<file path="src/rtl/rec_play_ctrl_pkg.sv">
// Shared definitions for the recorder front-panel sequencer: state encoding,
// key decode and rate floor.
package rec_play_ctrl_pkg;

    typedef enum logic [2:0] {
        IDLE  = 3'd0,
        REC   = 3'd1,
        PLAY  = 3'd2,
        PREC  = 3'd3,
        PPLAY = 3'd4
    } state_t;

    typedef enum logic [2:0] {
        KEY_NONE  = 3'd0,
        KEY_STOP  = 3'd1,
        KEY_PAUSE = 3'd2,
        KEY_PLAY  = 3'd3,
        KEY_REC   = 3'd4
    } key_t;

    localparam logic [3:0] RATE_MIN = 4'd1;

    // Only the highest-priority transport key of a cycle survives.
    function automatic key_t top_key(input logic stop, input logic pause,
                                     input logic play, input logic rec);
        key_t k;
        k = KEY_NONE;
        if (stop)       k = KEY_STOP;
        else if (pause) k = KEY_PAUSE;
        else if (play)  k = KEY_PLAY;
        else if (rec)   k = KEY_REC;
        return k;
    endfunction

endpackage

</file>
<file path="src/rtl/rec_play_ctrl_if.sv">
// Front-panel bundle between the key/display side (master) and the
// sequencer (slave).
interface rec_play_ctrl_if;
    // Keys are one-cycle pulses taken on the next rising edge with no
    // back-pressure; swSlow is a level; every output is a register.
    logic       keyRec;
    logic       keyPlay;
    logic       keyPause;
    logic       keyStop;
    logic       keyUp;
    logic       keyDown;
    logic       swSlow;
    logic [5:0] outTime;
    logic [3:0] outRate;
    logic [2:0] outState;
    logic       outRecEn;
    logic       outPlayEn;
    logic [5:0] outLen;
    logic       outDone;

    modport master (
        output keyRec, keyPlay, keyPause, keyStop, keyUp, keyDown, swSlow,
        input  outTime, outRate, outState, outRecEn, outPlayEn, outLen, outDone
    );

    modport slave (
        input  keyRec, keyPlay, keyPause, keyStop, keyUp, keyDown, swSlow,
        output outTime, outRate, outState, outRecEn, outPlayEn, outLen, outDone
    );

endinterface

</file>
<file path="src/rtl/rec_play_ctrl_sec_tick.sv">
// Seconds prescaler: counts 0..CLK_HZ-1 while run is high, holds otherwise,
// and flags the last count of each second.
module rec_play_ctrl_sec_tick #(
    parameter int CLK_HZ = 50000000
) (
    input  logic clk,
    input  logic rst,
    input  logic run,
    input  logic clr,
    output logic tick
);
    localparam int CW = (CLK_HZ > 1) ? $clog2(CLK_HZ) : 1;
    localparam logic [CW-1:0] LAST = CW'(CLK_HZ - 1);

    logic [CW-1:0] cnt;

    always_ff @(posedge clk) begin
        if (rst || clr) begin
            cnt <= '0;
        end else if (run) begin
            cnt <= (cnt == LAST) ? '0 : cnt + CW'(1);
        end
    end

    assign tick = run && (cnt == LAST);

endmodule

</file>
<file path="src/rtl/rec_play_ctrl.sv">
// Record/play/pause/stop sequencer with elapsed-time, recorded-length and
// playback-rate registers feeding the display and audio datapath.
module rec_play_ctrl
    import rec_play_ctrl_pkg::*;
#(
    parameter int CLK_HZ   = 50000000,
    parameter int MAX_SEC  = 32,
    parameter int RATE_MAX = 8
) (
    input logic            clk,
    input logic            rst,
    rec_play_ctrl_if.slave bus
);
    localparam logic [5:0] MAX_T    = 6'(MAX_SEC);
    localparam logic [3:0] RATE_TOP = 4'(RATE_MAX);

    state_t     state_q, state_d;
    logic [5:0] time_q, time_d;
    logic [5:0] len_q, len_d;
    logic [3:0] rate_q, rate_d;
    logic [3:0] sub_q, sub_d;
    logic       slow_q;
    logic       done_q, done_d;
    logic       rec_en_q, play_en_q;
    logic       run, clr, tick, ended;
    logic [6:0] step, adv;
    key_t       key;

    assign run = (state_q == REC) || (state_q == PLAY);

    rec_play_ctrl_sec_tick #(.CLK_HZ(CLK_HZ)) u_sec_tick (
        .clk  (clk),
        .rst  (rst),
        .run  (run),
        .clr  (clr),
        .tick (tick)
    );

    always_comb begin
        state_d = state_q;
        time_d  = time_q;
        len_d   = len_q;
        rate_d  = rate_q;
        sub_d   = sub_q;
        done_d  = 1'b0;
        ended   = 1'b0;
        clr     = 1'b0;
        step    = 7'd0;
        adv     = {1'b0, time_q};
        key     = top_key(bus.keyStop, bus.keyPause, bus.keyPlay, bus.keyRec);

        // The second's time update is applied first; keys then act on it.
        if (tick && state_q == REC) begin
            if ({1'b0, time_q} + 7'd1 == {1'b0, MAX_T}) begin
                time_d  = MAX_T;
                len_d   = MAX_T;
                state_d = IDLE;
                done_d  = 1'b1;
                ended   = 1'b1;
            end else begin
                time_d = time_q + 6'd1;
            end
        end else if (tick && state_q == PLAY) begin
            if (!bus.swSlow) begin
                step = {3'b000, rate_q};
            end else if (sub_q == rate_q - 4'd1) begin
                step  = 7'd1;
                sub_d = 4'd0;
            end else begin
                sub_d = sub_q + 4'd1;
            end
            adv = {1'b0, time_q} + step;
            if (adv >= {1'b0, len_q}) begin
                time_d  = len_q;
                state_d = IDLE;
                done_d  = 1'b1;
                ended   = 1'b1;
            end else begin
                time_d = adv[5:0];
            end
        end

        if (!ended) begin
            case (state_q)
                IDLE: begin
                    if (key == KEY_REC) begin
                        state_d = REC;
                        time_d  = 6'd0;
                        len_d   = 6'd0;
                        clr     = 1'b1;
                    end else if (key == KEY_PLAY && len_q != 6'd0) begin
                        state_d = PLAY;
                        time_d  = 6'd0;
                        sub_d   = 4'd0;
                        clr     = 1'b1;
                    end
                end
                REC: begin
                    if (key == KEY_STOP) begin
                        state_d = IDLE;
                        len_d   = time_d;
                    end else if (key == KEY_PAUSE) begin
                        state_d = PREC;
                    end
                end
                PREC: begin
                    if (key == KEY_STOP) begin
                        state_d = IDLE;
                        len_d   = time_q;
                    end else if (key == KEY_PLAY || key == KEY_REC) begin
                        state_d = REC;
                    end
                end
                PLAY: begin
                    if (key == KEY_STOP)       state_d = IDLE;
                    else if (key == KEY_PAUSE) state_d = PPLAY;
                end
                PPLAY: begin
                    if (key == KEY_STOP)      state_d = IDLE;
                    else if (key == KEY_PLAY) state_d = PLAY;
                end
                default: state_d = IDLE;
            endcase
        end

        if (bus.keyUp && !bus.keyDown && rate_q < RATE_TOP) begin
            rate_d = rate_q + 4'd1;
        end else if (bus.keyDown && !bus.keyUp && rate_q > RATE_MIN) begin
            rate_d = rate_q - 4'd1;
        end

        // A new rate or speed mode restarts the slow-play tick count.
        if (rate_d != rate_q || bus.swSlow != slow_q) begin
            sub_d = 4'd0;
        end
    end

    always_ff @(posedge clk) begin
        if (rst) begin
            state_q   <= IDLE;
            time_q    <= 6'd0;
            len_q     <= 6'd0;
            rate_q    <= RATE_MIN;
            sub_q     <= 4'd0;
            slow_q    <= 1'b0;
            done_q    <= 1'b0;
            rec_en_q  <= 1'b0;
            play_en_q <= 1'b0;
        end else begin
            state_q   <= state_d;
            time_q    <= time_d;
            len_q     <= len_d;
            rate_q    <= rate_d;
            sub_q     <= sub_d;
            slow_q    <= bus.swSlow;
            done_q    <= done_d;
            rec_en_q  <= (state_d == REC);
            play_en_q <= (state_d == PLAY);
        end
    end

    assign bus.outState  = state_q;
    assign bus.outTime   = time_q;
    assign bus.outLen    = len_q;
    assign bus.outRate   = rate_q;
    assign bus.outDone   = done_q;
    assign bus.outRecEn  = rec_en_q;
    assign bus.outPlayEn = play_en_q;

endmodule

</file>
<file path="src/flat_wrapper.sv">
// flat-port wrapper written by rule: the top's interface ports become plain ports
module rec_play_ctrl_flat import rec_play_ctrl_pkg::*;
#(
    parameter int CLK_HZ   = 50000000,
    parameter int MAX_SEC  = 32,
    parameter int RATE_MAX = 8
)
  (clk, rst, bus_keyRec, bus_keyPlay, bus_keyPause, bus_keyStop, bus_keyUp, bus_keyDown, bus_swSlow, bus_outTime, bus_outRate, bus_outState, bus_outRecEn, bus_outPlayEn, bus_outLen, bus_outDone);
  rec_play_ctrl_if bus_i ();
  input logic clk;
  input logic rst;
  input wire logic [$bits(bus_i.keyRec)-1:0] bus_keyRec;
  input wire logic [$bits(bus_i.keyPlay)-1:0] bus_keyPlay;
  input wire logic [$bits(bus_i.keyPause)-1:0] bus_keyPause;
  input wire logic [$bits(bus_i.keyStop)-1:0] bus_keyStop;
  input wire logic [$bits(bus_i.keyUp)-1:0] bus_keyUp;
  input wire logic [$bits(bus_i.keyDown)-1:0] bus_keyDown;
  input wire logic [$bits(bus_i.swSlow)-1:0] bus_swSlow;
  output wire logic [$bits(bus_i.outTime)-1:0] bus_outTime;
  output wire logic [$bits(bus_i.outRate)-1:0] bus_outRate;
  output wire logic [$bits(bus_i.outState)-1:0] bus_outState;
  output wire logic [$bits(bus_i.outRecEn)-1:0] bus_outRecEn;
  output wire logic [$bits(bus_i.outPlayEn)-1:0] bus_outPlayEn;
  output wire logic [$bits(bus_i.outLen)-1:0] bus_outLen;
  output wire logic [$bits(bus_i.outDone)-1:0] bus_outDone;
  assign bus_i.keyRec = bus_keyRec;
  assign bus_i.keyPlay = bus_keyPlay;
  assign bus_i.keyPause = bus_keyPause;
  assign bus_i.keyStop = bus_keyStop;
  assign bus_i.keyUp = bus_keyUp;
  assign bus_i.keyDown = bus_keyDown;
  assign bus_i.swSlow = bus_swSlow;
  assign bus_outTime = bus_i.outTime;
  assign bus_outRate = bus_i.outRate;
  assign bus_outState = bus_i.outState;
  assign bus_outRecEn = bus_i.outRecEn;
  assign bus_outPlayEn = bus_i.outPlayEn;
  assign bus_outLen = bus_i.outLen;
  assign bus_outDone = bus_i.outDone;
  rec_play_ctrl #(.CLK_HZ(CLK_HZ), .MAX_SEC(MAX_SEC), .RATE_MAX(RATE_MAX)) u_core (.clk(clk), .rst(rst), .bus(bus_i));
endmodule
</file>
<file path="config.mk">
export PLATFORM = sky130hd
export DESIGN_NAME = rec_play_ctrl_flat
export DESIGN_NICKNAME = d
export VERILOG_FILES = /design/src/rtl/rec_play_ctrl_pkg.sv /design/src/rtl/rec_play_ctrl_if.sv /design/src/rtl/rec_play_ctrl_sec_tick.sv /design/src/rtl/rec_play_ctrl.sv /design/src/flat_wrapper.sv
export SDC_FILE = /design/constraint.sdc
export NUM_CORES = 1
export LEC_CHECK = 0
export ABC_AREA = 1
export CORE_UTILIZATION = 59
export CTS_CLUSTER_DIAMETER = 40
export CTS_CLUSTER_SIZE = 20
export DETAILED_ROUTE_END_ITERATION = 8
export PLACE_DENSITY_LB_ADDON = 0.2
export SLEW_MARGIN = 15
export SYNTH_ARGS = -nofsm -noshare
export SYNTH_HDL_FRONTEND = slang
export SYNTH_SLANG_ARGS = --single-unit
</file>
<file path="constraint.sdc">
create_clock -name clk -period 4.75 [get_ports clk]
set_input_delay 0.95 -clock clk [delete_from_list [all_inputs] [get_ports clk]]
set_output_delay 0.95 -clock clk [all_outputs]
set_load 0.02 [all_outputs]
</file>
* Word-level counts from Yosys, hierarchy flattened
Cells that the tools add are included.
Widths: inputs -> output; s select.
** Storage, ports and cells
- Input port bits :: 9
- Word-level logic and storage cells :: 110
- Output and inout bits :: 22
- Flip-flop bits (word level) :: 53
** Cells by class
- Reductions and logical operators :: 17
- Add/subtract/negate cells :: 7
- Equal/unequal tests :: 15
- Muxes and demuxes :: 58
- Magnitude comparators :: 3
** Operators by type and width (count)
- $mux 6 :: 14
- $mux 3 :: 19
- $mux 4 :: 10
- $add 26x1->26 const B :: 1
- $eq 26x26->1 const B :: 1
- $mux 26 :: 1
- $mux 7 :: 3
- $pmux 6 s3 :: 1
- $eq 3x2->1 const B :: 5
- $pmux 3 s5 :: 1
- $eq 3x1->1 const B :: 3
- $mux 1 :: 9
- $add 4x1->4 const B :: 2
- $logic_and 1x1->1 :: 8
- $add 6x1->7 const B :: 1
- $add 6x7->7 :: 1
- $eq 7x6->1 const B :: 1
- $ge 7x6->1 :: 1
- $add 6x1->6 const B :: 1
- $eq 3x3->1 const B :: 2
- $reduce_bool 6->1 :: 1
- $eq 4x4->1 :: 1
- $gt 4x1->1 const B :: 1
- $logic_or 1x1->1 :: 4
- other kinds (7) :: 8

* Depth between registers and ports, before layout
Gate-level depths: netlist of run 1.
- Depth after elaboration :: 16
- Gate-level depth with buffers :: 31
- Gate-level depth less buffers :: 31

* Hierarchy
Synthesis of run 1 repeated with hierarchy kept, for this count alone.
** Second synthesis, totals
- Cell total of the unflattened synthesis :: 632
- Area total of the unflattened synthesis :: 3997.6 µm²
** Modules (own cells, without submodules)
- rec_play_ctrl :: times used 1, sequential area each 540.5 µm², area an instance 2433.6 µm², cells an instance 393
- rec_play_ctrl_sec_tick :: times used 1, sequential area each 520.5 µm², area an instance 1564.0 µm², cells an instance 239

* Worst setup path before layout of run 1
OpenSTA, ideal clock, no wires.
- Kind :: register -> register
- Start point :: register u_core.rate_q[0], in the netlist u_core.bus.outRate[0]
- End point :: register u_core.len_q[5], in the netlist u_core.bus.outLen[5]
- Setup slack :: 0.698 ns
- Required time :: 4.620 ns
- Library setup time :: 0.130 ns
- Arrival time :: 3.922 ns
- Buffers on the path :: 0
- Clock period less this slack :: 4.052 ns
- Stages on the path, launching flop included :: 31
- Cell sequence :: dfxtp_1 -> inv_1 -> ha_1 -> nor2_1 -> nor4b_1 -> nand4_1 -> nand2_1 -> o21a_1 -> ha_1 -> inv_1 -> fa_1 -> inv_1 -> nand3_1 -> nand2_1 -> xor2_1 -> inv_1 -> ha_1 -> nand2_1 -> nand2_1 -> a21oi_1 -> nand2_1 -> inv_1 -> nand2_1 -> inv_1 -> nand3_1 -> nand3_1 -> nand2_1 -> nand2_1 -> nand2_1 -> nand2_1 -> a21oi_2
** On the way
- Longest elaborated chain between the ends :: 14
- Elaborated cells between the ends (all ways) :: 17
- Those cells by class :: add/sub: 2; order compare: 1; eq/ne: 1; mux: 13
** Ends and longest elaborated chain
- start: declaration :: RTL line rec_play_ctrl.sv:20 : logic [3:0] rate_q, rate_d;
- start signal: assignment :: RTL line rec_play_ctrl.sv:153 : rate_q <= rate_d;
- $sub 4x1->4 :: RTL line rec_play_ctrl.sv:66 : end else if (sub_q == rate_q - 4'd1) begin
- $eq 4x4->1 :: RTL line rec_play_ctrl.sv:66
- $mux 1 :: RTL line rec_play_ctrl.sv:66
- $mux 7 * :: RTL line rec_play_ctrl.sv:64 : if (!bus.swSlow) begin
- $mux 7 * :: RTL line rec_play_ctrl.sv:63 : end else if (tick && state_q == PLAY) begin
- $mux 7 * :: RTL line rec_play_ctrl.sv:53 : if (tick && state_q == REC) begin
- $add 6x7->7 * :: RTL line rec_play_ctrl.sv:72 : adv = {1'b0, time_q} + step;
- $ge 7x6->1 :: RTL line rec_play_ctrl.sv:73 : if (adv >= {1'b0, len_q}) begin
- $mux 6 :: RTL line rec_play_ctrl.sv:73
- $mux 6 :: RTL line rec_play_ctrl.sv:63
- $mux 6 :: RTL line rec_play_ctrl.sv:53
- $mux 6 :: RTL line rec_play_ctrl.sv:99 : if (key == KEY_STOP) begin
- $pmux 6 s3 :: RTL line rec_play_ctrl.sv:84 : case (state_q)
- $mux 6 * :: RTL line rec_play_ctrl.sv:83 : if (!ended) begin
- end signal: assignment :: RTL line rec_play_ctrl.sv:152 : len_q <= len_d;
- end: declaration :: RTL line rec_play_ctrl.sv:19 : logic [5:0] len_q, len_d;
Every way passes the cells marked *; elsewhere a longest branch is shown, timed or not. The select of a mux whose other input is x is not followed.
A chain may end at the register's enable or synchronous reset.

* Final worst setup path of run 1
- Start point :: register u_core.rate_q[1], in the netlist u_core.bus.outRate[1]
- End point :: register u_core.rec_en_q, in the netlist u_core.bus.outRecEn
** On the way
- Longest elaborated chain between the ends :: 16
- Elaborated cells between the ends (all ways) :: 27
- Those cells by class :: add/sub: 2; order compare: 1; eq/ne: 2; mux: 22
** Ends and longest elaborated chain
- $sub 4x1->4 :: RTL line rec_play_ctrl.sv:66
- $eq 4x4->1 :: RTL line rec_play_ctrl.sv:66
- $mux 1 :: RTL line rec_play_ctrl.sv:66
- $mux 7 * :: RTL line rec_play_ctrl.sv:64
- $mux 7 * :: RTL line rec_play_ctrl.sv:63
- $mux 7 * :: RTL line rec_play_ctrl.sv:53
- $add 6x7->7 * :: RTL line rec_play_ctrl.sv:72
- $ge 7x6->1 * :: RTL line rec_play_ctrl.sv:73
- $mux 3 :: RTL line rec_play_ctrl.sv:73
- $mux 3 :: RTL line rec_play_ctrl.sv:63
- $mux 3 :: RTL line rec_play_ctrl.sv:53
- $mux 3 (on tied branches) (2 in series)
- $pmux 3 s5 :: RTL line rec_play_ctrl.sv:84
- $mux 3 * :: RTL line rec_play_ctrl.sv:83
- $eq 3x1->1 * :: RTL line rec_play_ctrl.sv:157 : rec_en_q <= (state_d == REC);
- end signal: assignment :: RTL line rec_play_ctrl.sv:157
- end: declaration :: RTL line rec_play_ctrl.sv:24 : logic rec_en_q, play_en_q;
Marks and branches as above.

==> results of run 1 <==
-- path summary, 6_finish.rpt --
path	endpoint	slack (ps)	cells past startpoint
max reg2reg	u_core.bus.outRecEn$_SDFF_PP0_	460	28
min reg2reg	u_core.sub_q[3]$_SDFF_PP0_	480	2
max	u_core.bus.outRecEn$_SDFF_PP0_	460	28
min	u_core.sub_q[3]$_SDFF_PP0_	480	2
-- synth_stat cells, drive strengths merged --
cell type and instances:
nor4 8, nor4b 1, ha 16, nor3b 3, o21ai 18, o221ai 1
nor2 81, nand4 13, o211ai 3, o211a 1, fa 1, o2111ai 1
nand3 44, xor2 13, buf 2, o21a 2, a221oi 2, nand2 142
inv 102, or2 5, dfxtp 53, clkbuf 2, nor3 27, a211oi 2
a31oi 2, xnor2 3, and3 3, nand3b 2, a21oi 38
-- stage by stage --
stage	hold slack (ps)	cells
2_1_floorplan	444	591
3_3_place_gp	454	692
3_5_place_dp	466	692
4_1_cts	482	700
5_1_grt	516	700
6_report	480	700
-- critical path: cells and delay by family, from the launching register on --
family,cells,cell delay [ps]
adder cells (fa/ha/maj),4,1210
buffers and inverters,6,480
XOR/XNOR,1,170
flip-flops,1,420
AO/OA/AOI/OAI,2,250
AND/OR/NAND/NOR,15,1710
-- area by class of cell --
cell class	count	area [um^2]	area share (%)
timing repair buffer	30	300	7.01
inverter	102	383	8.94
multi-input combinational	432	2350	54.8
clock inverter	2	13.8	0.321
clock buffer	6	82.6	1.93
tap	75	93.8	2.19
sequential	53	1060	24.8
-- routing by layer --
layer  track usage, %  share of wire [%]  vias up
met1             35.5                 42     1817
met2             55.1                 50      135
met4             9.12                2.4        0
li1                 -                  -     1975
met3             3.96                6.2       25
met5                0                  0        -
-- cell families (layout without fill, tap and decap cells) --
kind of cell | after synthesis | after routing | synth area share, %
adder cells (fa/ha/maj) | 17 | 17 | 5.80
flip-flops | 53 | 53 | 27.9
AND/OR/NAND/NOR | 329 | 329 | 41.6
AO/OA/AOI/OAI | 70 | 70 | 10.5
buffers and inverters | 106 | 140 | 10.6
XOR/XNOR | 16 | 16 | 3.69
-- flip-flops by register name (all words and copies together) (netlist names) --
signal,flops
u_core.u_sec_tick.cnt,26
u_core.bus.outLen,6
u_core.bus.outTime,6
u_core.bus.outRate,4
u_core.sub_q,4
u_core.bus.outState,3
u_core.bus.outDone,1
u_core.bus.outPlayEn,1
u_core.bus.outRecEn,1
u_core.slow_q,1
-- power by group through the flow --
stage          clock, uW  sequential (uW)  combinational [uW]
2_1_floorplan          0              470                68.7
3_3_place_gp           0              466                 103
3_5_place_dp           0              466                 107
4_1_cts              280              456                 107
5_1_grt              295              458                 122
6_report             279              457                 110
==> metrics.txt, run 1 <==
status=finished, final reports clean; post-CTS resize count=0; worst path required time=~5000 ps; Max Freq=0.233 GHz; Worst slew margin=52.2%; Synth top area share=27.9%; count of input and output buffers=30; Pre-antenna DRT Iters=5; I/O pin count=31; DR iter-0 viols=193; CP max-delay cell=dfxtp_1; Finished Core Util=a little over two thirds; Layout Skew=7.92 ps; Yosys reg bits=53; starting density of the core=62.7%; Worst setup EP type=flip-flop; Clk Latency, worst-skew pair=between 300 and 400 ps; final setup fails=0; Final Hold Viols=0; Final ANT Viol Nets=0; via/cell ratio=5.65; CP Class=flip-flop to flip-flop; clock sink count=53; FP Rows=28; Internal=610 uW; Least-Margin Pin Slew=a little over 700 ps; CORE AREA=6060 um^2; final-stage net count=between 600 and 700; Syn Inst Count=slightly below 600; switching pwr=about 240 uW; Final HPWL DP=roughly 7500 um; post-route setup slack=roughly 460 ps; Placement Cell Area=about 4200 um^2; worst reg2reg path startpoint=u_core.bus.outRate[1]$_SDFF_PP0_; CP most frequent cell=nand2_1; Placer Congestion=approximately 0.95; hold_buf cts=0; crit start category=flip-flop; Vias=~4000; Post-CTS Setup Bufs=0; H-tree depth=2; Peak VDD IR=~0.16 mV; antenna cells=0; grt total ovfl=0; setup TNS=0 ps; die area=6770 um^2; Worst-path clk slew=approximately 100 ps; Fillers=549; Final min period=approximately 4300 ps; TritonCTS clock tree=built; Max Cap Violations=0; vias in the first global route=between 3000 and 4000; routed wire length=~9700 um; synth warn=0; Netlist Area Pre-Place=3800 um^2; Die Y=around 82 um; worst endpoint data arrival time=between 4000 and 5000 ps; Critical Path Fanout Max=10; layout cells sized above 1=8.80%; crit-path max cell delay=420 ps; syn_nets=about 620; commonest non-fill, non-tap cells in the layout=nand2_1 (135), inv_1 (89), nor2_1 (74); crit share post-route=90.3%; Power Total=approximately 850 uW; max-slew violations=0; DR WL/cell=13.8 um; Hold WC Path Type=flip-flop to flip-flop; hold path start=u_core.sub_q[3]$_SDFF_PP0_; Area Overhead vs Synth=12.7%; first-pass GRT wire length=15700 um; PwrDens=roughly 200 nW/um^2; CTS max path bufs=2; synth unique cells=between 40 and 50; Worst setup startpoint=u_core.bus.outRate[1]$_SDFF_PP0_; Total GRT Usage=between 20% and 30%; most common cell after layout, fill and taps aside=nand2_1; largest net degree at the start of global routing=20; Setup Slack @ Placement=roughly 240 ps; initial antenna violation count=0; Reg power frac=between 50% and 60%; Comb power frac=13.0%; clock share of power=between 30% and 40%; CTS Root Cell=clkbuf_8; cell type with the largest total area after synthesis=dfxtp_1; Area contributors post-synth=dfxtp_1 (28%), nand2_1 (13%), inv_1 (8.9%); leakage power=around 0.0019 uW; net switching share of the total power=between 20% and 30%; Residual DRC=0; post-synthesis sequential area ratio=between 20% and 30%; CTS Buf Count=5; post-route cell area=4280 um^2; RSZ-0062 raised after global routing=no; syn avg cell area=6.43 um^2; Die W=roughly 82 um
No activity file was read; power rests on OpenSTA's default activity.
==> inputs of run 2 (changes only) <==
Settings changed: MAX_ROUTING_LAYER set to met4.
==> metrics.txt, run 2 (synthesis results as in run 1) <==
status=finished, final reports clean (unchanged); CP max-delay cell=dfxtp_2 (was dfxtp_1); DR WL/cell=13.9 um (was 13.8 um); Placement Cell Area=4180 um^2 (unchanged); hold_buf cts=0 (unchanged); Max Freq=0.232 GHz (was 0.233 GHz); Post-Layout Cell Count=700 (unchanged); Final Hold Viols=0 (unchanged); final setup fails=0 (unchanged); Layout Skew=7.64 ps (was 7.92 ps); setup TNS=0 ps (unchanged); max-slew violations=0 (unchanged); Final min period=4310 ps (was 4290 ps); Peak VDD IR=0.169 mV (was 0.158 mV); most common cell after layout, fill and taps aside=nand2_1 (unchanged); CTS max path bufs=2 (unchanged); vias in the first global route=3605 (was 3547); CP Class=flip-flop to flip-flop (unchanged); antenna cells=0 (unchanged); crit start category=flip-flop (unchanged); Setup Slack @ Placement=274 ps (was 240 ps); clock sink count=53 (unchanged); commonest non-fill, non-tap cells in the layout=nand2_1 (135), inv_1 (89), nor2_1 (74) (unchanged); Worst setup EP type=flip-flop (unchanged); Least-Margin Pin Slew=652 ps (was 712 ps); Total GRT Usage=30.7% (was 29.8%); CTS Root Cell=clkbuf_8 (unchanged); Clk Latency, worst-skew pair=310 ps (about the same); placed cells=692 (unchanged); routed wire length=9730 um (was 9680 um); DR iter-0 viols=177 (was 193); crit-path max cell delay=450 ps (was 420 ps); Placer Congestion=0.967 (was 0.953); Residual DRC=0 (unchanged); Area Overhead vs Synth=13.6% (was 12.7%); TritonCTS clock tree=built (unchanged); Vias=3928 (was 3952); Biggest register=u_core.u_sec_tick.cnt (unchanged); PwrDens=216 nW/um^2 (was 197 nW/um^2); H-tree depth=2 (unchanged); die area=6770 um^2 (unchanged); Pre-antenna DRT Iters=5 (unchanged); count of input and output buffers=30 (unchanged); crit share post-route=90.8% (was 90.3%); Max Cap Violations=0 (unchanged); CTS Buf Count=5 (unchanged); Critical Path Fanout Max=10 (unchanged); RSZ-0062 raised after global routing=no (unchanged); Fillers=522 (was 549); post-route cell area=4320 um^2 (was 4280 um^2); grt total ovfl=0 (unchanged); post-route setup slack=437 ps (was 461 ps); FP Rows=28 (unchanged); final-stage net count=650 (unchanged); worst endpoint data arrival time=4530 ps (was 4540 ps); Final ANT Viol Nets=0 (unchanged); Worst-path clk slew=100 ps (about the same); Power Total=935 uW (was 846 uW); first-pass GRT wire length=15600 um (was 15700 um); Final HPWL DP=7690 um (was 7460 um); Hold WC Path Type=flip-flop to flip-flop (unchanged); leakage power=0.00188 uW (was 0.00187 uW); Worst slew margin=56.2% (was 52.2%); Die Y=82.3 um (unchanged); CP most frequent cell=nand2_1 (unchanged); worst path required time=4970 ps (was 5000 ps); initial antenna violation count=0 (unchanged); starting density of the core=62.7% (unchanged); number of flip-flops in the largest register=26 (unchanged); via/cell ratio=5.61 (was 5.65); layout cells sized above 1=8.64% (was 8.80%); largest net degree at the start of global routing=20 (unchanged); I/O pin count=31 (unchanged); Die W=82.3 um (unchanged); CORE AREA=6060 um^2 (unchanged)
-- run 2: changes by cell type in the layout (fill, tap and decap cells not counted) --
cell | previous run | this run
nor4b_1 | 0 | 1
nor4b_2 | 1 | 0
bufinv_16 | 0 | 2
clkbuf_8 | 6 | 5
inv_6 | 0 | 1
clkinv_4 | 1 | 0
clkinv_2 | 1 | 0
-- run 2: worst paths after layout --
kind / from / end / slack, ps / cells past startpoint
worst max-delay path: u_core.bus.outRate[0]$_SDFF_PP1_ / u_core.bus.outLen[4]$_SDFF_PP0_ / 440 / 30
worst min-delay path: u_core.u_sec_tick.cnt[1]$_SDFFE_PP0N_ / u_core.u_sec_tick.cnt[1]$_SDFFE_PP0N_ / 500 / 2
worst max register to register: u_core.bus.outRate[0]$_SDFF_PP1_ / u_core.bus.outLen[4]$_SDFF_PP0_ / 440 / 30
worst min register to register: u_core.u_sec_tick.cnt[1]$_SDFFE_PP0N_ / u_core.u_sec_tick.cnt[1]$_SDFFE_PP0N_ / 500 / 2
-- run 2: power by group --
group | total (uW) | switching, uW | internal [uW] | leakage, uW
combinational | 108 | 66.5 | 41.2 | 0.00139
sequential | 457 | 7.48 | 449 | 0.000428
clock | 370 | 158 | 212 | 0.0000687
total | 935 | 232 | 703 | 0.00188
-- run 2: metrics by stage --
step / hold slack, ps / util, %
global placement: 455 / 68.9
detailed placement: 471 / 68.9
CTS: 488 / 71.2
global route: 534 / 71.2
finish: 496 / 71.2
floorplan: 444 / -
-- run 2: final cells by class --
type                       instances  area (um^2)  area share (%)
clock buffer                       5         68.8            1.59
inverter                         102          383            8.87
sequential                        53         1060            24.6
clock inverter                     3         68.8            1.59
multi-input combinational        432         2340            54.2
tap                               75         93.8            2.17
timing repair buffer              30          300            6.96
-- run 2: timing repair --
item / in CTS / in global routing
endpoints found under the setup margin: 0 / 10
setup buffers: 0 / 0
gates resized for setup: 0 / 3
-- run 2: per-layer routing --
metal,track usage [%],wire length (um)
met5,-,0
met4,12.3,201
met3,4.62,595
met2,55.6,4910
met1,33.4,4020
-- run 2: critical path: cells and delay by family, from the launching register on --
family / cells / cell delay [ps]
buffers and inverters: 6 / 420
flip-flops: 1 / 450
AO/OA/AOI/OAI: 4 / 510
XOR/XNOR: 1 / 170
adder cells (fa/ha/maj): 4 / 1230
AND/OR/NAND/NOR: 15 / 1440
==> inputs of run 3 (changes only) <==
Settings changed: CORE_UTILIZATION 59 to 50, CTS_CLUSTER_DIAMETER 40 to not set.
==> metrics.txt, run 3 (synthesis results as in run 1) <==
status=finished, final reports clean (unchanged); Max Cap Violations=0 (unchanged); Worst setup EP type=flip-flop (unchanged); H-tree depth=2 (unchanged); hold_buf cts=0 (unchanged); DR WL/cell=13.3 um (was 13.9 um); Die Y=89.2 um (was 82.3 um); Residual DRC=0 (unchanged); Reg power frac=51.3% (was 48.9%); Max Freq=0.229 GHz (was 0.232 GHz); starting density of the core=52.1% (was 62.7%); CTS max path bufs=2 (unchanged); clock share of power=36.0% (was 39.6%); antenna cells=0 (unchanged); CTS Root Cell=clkbuf_8 (unchanged); Vias=3826 (was 3928); crit share post-route=92.0% (was 90.8%); I/O pin count=31 (unchanged); layout cells sized above 1=8.31% (was 8.64%); CP most frequent cell=nand2_1 (unchanged); net switching share of the total power=26.6% (was 24.8%); Area Overhead vs Synth=14.0% (was 13.6%); initial antenna violation count=0 (unchanged); CTS Buf Count=5 (unchanged); largest net degree at the start of global routing=20 (unchanged); first-pass GRT wire length=15300 um (was 15600 um); RSZ-0062 raised after global routing=no (unchanged); DR iter-0 viols=219 (was 177); CP Class=flip-flop to flip-flop (unchanged); Final Hold Viols=0 (unchanged); vias in the first global route=3422 (was 3605); Finished Core Util=59.4% (was 71.2%); Worst-path clk slew=110 ps (was 100 ps); Placer Congestion=0.967 (about the same); Post-CTS Setup Bufs=0 (unchanged); setup TNS=0 ps (unchanged); Fillers=734 (was 522); CORE AREA=7290 um^2 (was 6060 um^2); most common cell after layout, fill and taps aside=nand2_1 (unchanged); Power Total=886 uW (was 935 uW); die area=7950 um^2 (was 6770 um^2); clock sink count=53 (unchanged); number of flip-flops in the largest register=26 (unchanged); Final min period=4370 ps (was 4310 ps); Layout Skew=12.3 ps (was 7.64 ps); Clk Latency, worst-skew pair=320 ps (was 310 ps); Worst slew margin=54.1% (was 56.2%); worst path required time=4930 ps (was 4970 ps); crit start category=flip-flop (unchanged); Final HPWL DP=7520 um (was 7690 um); Internal=651 uW (was 703 uW); count of input and output buffers=30 (unchanged); R2R cell count=30 (unchanged); Pre-antenna DRT Iters=5 (unchanged); Die W=89.2 um (was 82.3 um); FP Rows=31 (was 28); Biggest register=u_core.u_sec_tick.cnt (unchanged); post-route setup slack=381 ps (was 437 ps); Setup Slack @ Placement=310 ps (was 274 ps); commonest non-fill, non-tap cells in the layout=nand2_1 (136), inv_1 (90), nor2_1 (74) (was nand2_1 (135), inv_1 (89), nor2_1 (74)); max-slew violations=0 (unchanged); worst endpoint data arrival time=4550 ps (was 4530 ps); crit-path max cell delay=410 ps (was 450 ps); Total GRT Usage=25.6% (was 30.7%); Least-Margin Pin Slew=684 ps (was 652 ps); Final ANT Viol Nets=0 (unchanged); post-CTS resize count=0 (unchanged); Comb power frac=12.8% (was 11.5%); Hold WC Path Type=flip-flop to flip-flop (unchanged); worst hold path depth=2 (unchanged); CP max-delay cell=dfxtp_1 (was dfxtp_2); leakage power=0.00188 uW (about the same); Peak VDD IR=0.117 mV (was 0.169 mV); Critical Path Fanout Max=10 (unchanged); final setup fails=0 (unchanged); switching pwr=235 uW (was 232 uW); TritonCTS clock tree=built (unchanged); routed wire length=9660 um (was 9730 um); final-stage net count=651 (was 650); via/cell ratio=5.28 (was 5.61); PwrDens=205 nW/um^2 (was 216 nW/um^2); grt total ovfl=0 (unchanged)
==> run 3: worst max-delay path: cells and delay by family, from the launching register on <==
kind	cells	cell delay, ps
compound gates	3	300
xor+xnor	1	180
fa+ha+maj	4	1210
buf+inv	6	560
flops	1	410
simple gates	16	1560
==> run 3: worst paths after layout <==
check / startpoint / end / slack [ps]
max: u_core.bus.outRate[1]$_SDFF_PP0_ / u_core.bus.outLen[1]$_SDFF_PP0_ / 380
min: u_core.sub_q[3]$_SDFF_PP0_ / u_core.sub_q[3]$_SDFF_PP0_ / 480
max reg2reg: u_core.bus.outRate[1]$_SDFF_PP0_ / u_core.bus.outLen[1]$_SDFF_PP0_ / 380
min reg2reg: u_core.sub_q[3]$_SDFF_PP0_ / u_core.sub_q[3]$_SDFF_PP0_ / 480
==> run 3: area by class of cell <==
class | instances | area, um^2 | area share, %
clock buffers | 6 | 72.6 | 1.68
multi-input cells | 432 | 2340 | 54.1
well taps | 99 | 124 | 2.86
repair buffers | 31 | 308 | 7.11
clock inverters | 2 | 38.8 | 0.896
inverters | 102 | 383 | 8.84
flip-flops and latches | 53 | 1060 | 24.5
==> run 3: power by group through the flow <==
| stage | combinational [uW] | sequential [uW] | clock (uW) |
|---|---|---|---|
| floorplan | 68.7 | 470 | 0 |
| global placement | 108 | 464 | 0 |
| detailed placement | 111 | 464 | 0 |
| CTS | 112 | 454 | 323 |
| global route | 125 | 455 | 340 |
| finish | 113 | 454 | 319 |
==> run 3: layer usage <==
layer	track usage, %	vias up	wire (um)
li1	-	1975	-
met1	29.4	1716	4130
met2	46.0	120	4840
met3	3.79	15	538
met4	7.36	0	150
met5	-	-	0
==> run 3: stage by stage <==
stage	hold WS [ps]	cells	instance area, um^2
floorplan	444	591	3800
global placement	454	717	4210
detailed placement	466	717	4210
CTS	479	725	4320
global route	501	725	4330
finish	478	725	4330
